[config.mk]
export PLATFORM = sky130hd
export DESIGN_NAME = fetch_controller_flat
export DESIGN_NICKNAME = d
export VERILOG_FILES = /design/src/rtl/fetch_pkg.sv /design/src/rtl/fetch_if.sv /design/src/rtl/fetch_fifo.sv /design/src/rtl/fetch_controller.sv /design/src/flat_wrapper.sv
export SDC_FILE = /design/constraint.sdc
export NUM_CORES = 1
export LEC_CHECK = 0
export CAP_MARGIN = 20
export CELL_PAD_IN_SITES_DETAIL_PLACEMENT = 1
export CELL_PAD_IN_SITES_GLOBAL_PLACEMENT = 2
export CORE_MARGIN = 2
export CORE_UTILIZATION = 33
export DETAILED_ROUTE_END_ITERATION = 16
export GPL_ROUTABILITY_DRIVEN = 0
export PLACE_DENSITY = 0.91
export SYNTH_ARGS = -nofsm -noshare
export SYNTH_HDL_FRONTEND = slang
export SYNTH_SLANG_ARGS = --single-unit
[constraint.sdc]
create_clock -name clk -period 8.3 [get_ports clk]
set_clock_uncertainty 0.05 [all_clocks]
set_input_delay 2.49 -clock clk [delete_from_list [all_inputs] [get_ports clk]]
set_output_delay 2.49 -clock clk [all_outputs]
set_load 0.02 [all_outputs]
[src/rtl/fetch_pkg.sv]
// Shared types and constants for the instruction-fetch sequencer.
package fetch_pkg;

  localparam int INSTR_W = 32;
  localparam int PC_W    = 32;
  localparam logic [PC_W-1:0] PC_STEP = 32'd4;

  localparam logic [INSTR_W-1:0] ZERO_INSTR = '0;

  typedef enum logic {
    RUN  = 1'b0,
    HALT = 1'b1
  } fetch_state_t;

  typedef struct packed {
    logic [PC_W-1:0]    pc;
    logic [INSTR_W-1:0] instr;
  } fetch_entry_t;

  function automatic logic [PC_W-1:0] align_pc(input logic [PC_W-1:0] addr);
    return {addr[PC_W-1:2], 2'b00};
  endfunction

endpackage

[src/rtl/fetch_if.sv]
// Fetch-side bus: instruction memory port, redirect request and the decode handshake.
interface fetch_if;
  import fetch_pkg::*;

  logic [PC_W-1:0]    imem_addr;
  logic [INSTR_W-1:0] imem_instr;
  logic               redirect_valid;
  logic [PC_W-1:0]    redirect_pc;
  logic               out_valid;
  logic               out_ready;
  logic [INSTR_W-1:0] out_instr;
  logic [PC_W-1:0]    out_pc;
  logic               halted;

  modport master (
    output imem_addr, out_valid, out_instr, out_pc, halted,
    input  imem_instr, redirect_valid, redirect_pc, out_ready
  );

  modport slave (
    input  imem_addr, out_valid, out_instr, out_pc, halted,
    output imem_instr, redirect_valid, redirect_pc, out_ready
  );
endinterface

[src/rtl/fetch_fifo.sv]
// DEPTH-entry prefetch FIFO of {pc, instr} with flush; head reads as zero when empty.
module fetch_fifo
  import fetch_pkg::*;
#(
  parameter int DEPTH = 2,
  parameter int CNT_W = $clog2(DEPTH + 1)
) (
  input  logic             clk,
  input  logic             rst,
  input  logic             push,
  input  logic             pop,
  input  logic             flush,
  input  fetch_entry_t     din,
  output fetch_entry_t     head,
  output logic [CNT_W-1:0] count
);

  localparam int PTR_W = (DEPTH > 1) ? $clog2(DEPTH) : 1;

  fetch_entry_t     mem [DEPTH];
  logic [PTR_W-1:0] rd_ptr;
  logic [PTR_W-1:0] wr_ptr;
  logic             do_push;
  logic             do_pop;

  function automatic logic [PTR_W-1:0] next_ptr(input logic [PTR_W-1:0] p);
    return (p == PTR_W'(DEPTH - 1)) ? '0 : p + 1'b1;
  endfunction

  assign do_pop  = pop && (count != '0);
  assign do_push = push && ((count != CNT_W'(DEPTH)) || do_pop);
  assign head    = (count != '0) ? mem[rd_ptr] : '0;

  // NOTE: storage has no reset; the count gates every read, so stale entries are never visible.
  always_ff @(posedge clk) begin
    if (do_push && !flush) mem[wr_ptr] <= din;
  end

  // NOTE: sequential state uses non-blocking assignments so every register samples pre-edge values.
  always_ff @(posedge clk or posedge rst) begin
    if (rst) begin
      rd_ptr <= '0;
      wr_ptr <= '0;
      count  <= '0;
    end else if (flush) begin
      rd_ptr <= '0;
      wr_ptr <= '0;
      count  <= '0;
    end else begin
      if (do_push) wr_ptr <= next_ptr(wr_ptr);
      if (do_pop)  rd_ptr <= next_ptr(rd_ptr);
      case ({do_push, do_pop})
        2'b10:   count <= count + 1'b1;
        2'b01:   count <= count - 1'b1;
        default: count <= count;
      endcase
    end
  end

endmodule

[src/rtl/fetch_controller.sv]
// Instruction-fetch sequencer: PC register, RUN/HALT state, redirect handling and prefetch queue.
// Optional stop-at-zero-word behaviour is enabled by defining FETCH_HALT_ON_ZERO_EN.
module fetch_controller
  import fetch_pkg::*;
#(
  parameter logic [PC_W-1:0] RESET_PC = 32'h0000_0000,
  parameter int              DEPTH    = 2
) (
  input logic     clk,
  input logic     rst,
  fetch_if.master bus
);

  localparam int CNT_W = $clog2(DEPTH + 1);

  logic [PC_W-1:0]  pc;
  fetch_state_t     state;
  fetch_entry_t     head;
  fetch_entry_t     din;
  logic [CNT_W-1:0] count;
  logic             pop;
  logic             can_push;
  logic             fetch_go;
  logic             zero_hit;
  logic             push;

  assign pop      = (count != '0) && bus.out_ready;
  assign can_push = (count != CNT_W'(DEPTH)) || pop;
  assign fetch_go = can_push && !bus.redirect_valid && (state == RUN);

`ifdef FETCH_HALT_ON_ZERO_EN
  assign zero_hit   = fetch_go && (bus.imem_instr == ZERO_INSTR);
  assign bus.halted = (state == HALT);
`else
  assign zero_hit   = 1'b0;
  assign bus.halted = 1'b0;
`endif

  assign push = fetch_go && !zero_hit;
  assign din  = '{pc: pc, instr: bus.imem_instr};

  always_ff @(posedge clk or posedge rst) begin
    if (rst) begin
      pc    <= RESET_PC;
      state <= RUN;
    end else if (bus.redirect_valid) begin
      pc    <= align_pc(bus.redirect_pc);
      state <= RUN;
    end else if (push) begin
      pc <= pc + PC_STEP;
    end else if (zero_hit) begin
      // pc stays on the zero word so a later inspection sees where the program ended
      state <= HALT;
    end
  end

  fetch_fifo #(
    .DEPTH (DEPTH),
    .CNT_W (CNT_W)
  ) u_fifo (
    .clk   (clk),
    .rst   (rst),
    .push  (push),
    .pop   (pop),
    .flush (bus.redirect_valid),
    .din   (din),
    .head  (head),
    .count (count)
  );

  assign bus.imem_addr = pc;
  assign bus.out_valid = (count != '0);
  assign bus.out_instr = head.instr;
  assign bus.out_pc    = head.pc;

endmodule
[src/flat_wrapper.sv]
// flat-port wrapper written by rule: the top's interface ports become plain ports
module fetch_controller_flat import fetch_pkg::*;
#(
  parameter logic [PC_W-1:0] RESET_PC = 32'h0000_0000,
  parameter int              DEPTH    = 2
)
  (clk, rst, bus_imem_addr, bus_out_valid, bus_out_instr, bus_out_pc, bus_halted, bus_imem_instr, bus_redirect_valid, bus_redirect_pc, bus_out_ready);
  fetch_if bus_i ();
  input logic clk;
  input logic rst;
  output wire logic [$bits(bus_i.imem_addr)-1:0] bus_imem_addr;
  output wire logic [$bits(bus_i.out_valid)-1:0] bus_out_valid;
  output wire logic [$bits(bus_i.out_instr)-1:0] bus_out_instr;
  output wire logic [$bits(bus_i.out_pc)-1:0] bus_out_pc;
  output wire logic [$bits(bus_i.halted)-1:0] bus_halted;
  input wire logic [$bits(bus_i.imem_instr)-1:0] bus_imem_instr;
  input wire logic [$bits(bus_i.redirect_valid)-1:0] bus_redirect_valid;
  input wire logic [$bits(bus_i.redirect_pc)-1:0] bus_redirect_pc;
  input wire logic [$bits(bus_i.out_ready)-1:0] bus_out_ready;
  assign bus_imem_addr = bus_i.imem_addr;
  assign bus_out_valid = bus_i.out_valid;
  assign bus_out_instr = bus_i.out_instr;
  assign bus_out_pc = bus_i.out_pc;
  assign bus_halted = bus_i.halted;
  assign bus_i.imem_instr = bus_imem_instr;
  assign bus_i.redirect_valid = bus_redirect_valid;
  assign bus_i.redirect_pc = bus_redirect_pc;
  assign bus_i.out_ready = bus_out_ready;
  fetch_controller #(.RESET_PC(RESET_PC), .DEPTH(DEPTH)) u_core (.clk(clk), .rst(rst), .bus(bus_i));
endmodule
==> impl_results.md <==
* Status: completed
* Starting Density at 33.54%
* Cells after synthesis at 474
* TritonCTS clock tree: done
* Crit path kind: reg -> out
* Post-synth EDFFs at 124
* Critical Path Sink: bus_out_instr[1]
* # resized after CTS at 0
* WP data required at 5.76 ns
* Tightest Pin Transition at 0.7034 ns
* Area contributors post-synth: edfxtp_1, dfrtp_1, mux2i_1
* Fraction of layout instances using a drive strength above 1 at 8.462%
* Die Y at 144.6 microns
* Wire per inst at 17.59 microns
* CP Max Fanout at 40
* Endpoint type of the worst setup path: output pin
* Initial antenna violation count at 0
* Crit path max-delay cell type: dfrtp_4
* R2r endpoint: u_core.bus.imem_addr[31]$_DFFE_PP0N_
* Warnings, synthesis at 0
* Vias per cell at 4.673
* CP Launch Type: flip-flop
* CTS Buf Count at 17
* RSZ-0062 raised after global routing: no
* Synth top area share at 57.04%
* Final Cell Area at 8999 sq um
* Count leader, synth: edfxtp_1
* IO Port Bufs at 158
* Starting DRT DRC Count at 116
* Min-Delay Path Class: reg -> reg
* Max-slew headroom at 52.76%
* GRT Overall Usage at 15.70%
* Area leader, netlist: edfxtp_1
* Post-DP HPWL at 11,060 microns
* DP Area at 8414 sq um
* Reg-to-reg startpoint: u_core.u_fifo.count[1]$_DFFE_PP0P_
* Slowest stage delay, CP at 0.70 ns
* Total Wirelength at 16,100 microns
* Post-route clock period utilization at 64.05%
* Syn Area/Cell at 13.77 sq um
* ANT cells at 0
* CTS H-tree depth at 4
* Post-Syn Area at 6528 sq um
* First-pass detailed-route iteration total at 4
* Worst EP arrival at 2.78 ns
* Worst-path cell chain: buf_4 > mux2i_1 > nor2_1 > clkdlybuf4s50_1
* Reg clk slew, reported paths at 0.06 ns
* CTS sink count at 158
* Drt drc at 0
* Global-route wire length before repair at 24,570 microns
* CTS Buffer Depth at 2
* Main synth FF type: edfxtp_1
* Achievable frequency at 0.1881 GHz
* Final Hold Viols at 0
* Pwr Density at 238.7 nW/um^2
* Core Area at 19,460 sq um
* Post-layout total power at 2.148 mW
* Top Ports at 166
* R2r worst-path depth at 5
* Hold_buf cts at 0
* Final setup viols at 0
* Sequential area share after synthesis at 70.08%
* Total grt overflow at 0
* Async set or reset register ratio after synthesis at 21.52%
* Synth cell count leaders: edfxtp_1, nor2_1, mux2i_1
* Die area at 20,920 sq um
* Largest net degree at the start of global routing at 57
* Post-CTS setup buffers at 0
* Vias at 4,276
* Leak Pwr at 3.105 nW
* Minimum clock period at 5.316 ns
* Cell variety after synth at 40
* Number of placement rows at 51
* Post-synthesis register bit count at 158
* Flop2flop setup slack at 5.90 ns
* Die W at 144.6 microns
* Final ANT Viol Nets at 0
* Fin nets at 706
* Synthesis-to-finish area growth at 37.86%
* Number of global-route vias before repair at 4,527
* Slew Limit Fails at 0
* Peak supply drop at 0.0001190 V
* Crit path launch: u_core.u_fifo.rd_ptr$_DFFE_PP0P_
* Final TNS setup at 0 ns
* MaxCap Viol Count at 0
* Clock Latency Late Sink at 0.42 ns
* Clk root buf: clkbuf_16
==> flip-flops by register name, summed over array words and instances (netlist names) <==
signal	flops
u_core.u_fifo.count	2
u_core.u_fifo.rd_ptr	1
u_core.u_fifo.wr_ptr	1
u_core.u_fifo.mem	124
u_core.bus.imem_addr	30
==> cell families (layout without fill, tap and decap cells) <==
logic type,count (synthesis),after routing,synth area share (%)
xor+xnor,27,27,3.623
other cells,1,5,0.05745
simple gates,158,158,11.37
flops,158,158,70.08
mux,64,64,9.833
fa+ha+maj,1,1,0.1917
buf+inv,30,202,2.032
compound gates,35,35,2.818
==> per-layer routing <==
layer	GRT usage [%]	vias to the layer above	share of wire [%]
met1	19.05	2104	43
met5	0	-	0
met3	4.238	22	5.3
met2	26.79	121	50
li1	-	2029	-
met4	5.876	0	1.9
==> worst min path at each step <==
stage	start	end	depth (start not counted)
global route	u_core.bus.imem_addr[30]$_DFFE_PP0N_	u_core.u_fifo.mem[0][62]$_DFFE_PP_	0
detailed placement	u_core.bus.imem_addr[26]$_DFFE_PP0N_	u_core.u_fifo.mem[1][58]$_DFFE_PP_	0
finish	u_core.bus.imem_addr[30]$_DFFE_PP0N_	u_core.u_fifo.mem[0][62]$_DFFE_PP_	0
floorplan	u_core.u_fifo.wr_ptr$_DFFE_PP0P_	u_core.u_fifo.wr_ptr$_DFFE_PP0P_	2
global placement	u_core.bus.imem_addr[30]$_DFFE_PP0N_	u_core.u_fifo.mem[1][62]$_DFFE_PP_	0
CTS	u_core.bus.imem_addr[30]$_DFFE_PP0N_	u_core.u_fifo.mem[0][62]$_DFFE_PP_	0
==> area by class of cell <==
cell class                 instances  area (sq um)
timing repair buffer             166          1637
inverter                           4         15.01
clock buffer                      17         425.4
tap                              265         331.6
sequential                       158          4578
fill                            1996         10460
clock inverter                    15         158.9
multi-input combinational        290          1853
==> worst max-delay path: cells and delay by family, from the launching register on <==
family	cells	cell delay, ns
buf+inv	2	1.25
flops	1	0.70
mux	1	0.20
simple gates	1	0.15
==> through the flow <==
| stage | util, % | setup WS [ns] | hold WS [ns] | instances |
|---|---|---|---|---|
| after floorplan | - | 0.2085 | 0.4747 | 478 |
| after global placement | 43.23 | 3.347 | 0.4850 | 883 |
| after detailed placement | 43.23 | 3.289 | 0.4923 | 883 |
| after CTS | 46.24 | 2.879 | 0.4959 | 915 |
| after global routing | 46.24 | 2.792 | 0.5184 | 915 |
| final | 46.24 | 2.984 | 0.5019 | 915 |
==> power by group <==
part           switching (mW)  internal (mW)  total, mW
Combinational           0.216          0.184      0.400
Clock                   0.324          0.447      0.770
Sequential             0.0494          0.929      0.978
==> cell usage in the layout, fill, tap and decap left out, types with 8 or more instances in the layout <==
| cell type | instances |
|---|---|
| clkdlybuf4s50_1 | 157 |
| edfxtp_1 | 124 |
| nor2_1 | 76 |
| mux2i_1 | 63 |
| nand2_1 | 35 |
| dfrtp_1 | 33 |
| o21ai_0 | 28 |
| xor2_1 | 17 |
| clkbuf_16 | 17 |
| nand3_1 | 11 |
| nand4_1 | 10 |
| xnor2_1 | 10 |
| buf_4 | 8 |
Power figures use the tool's default switching activity.
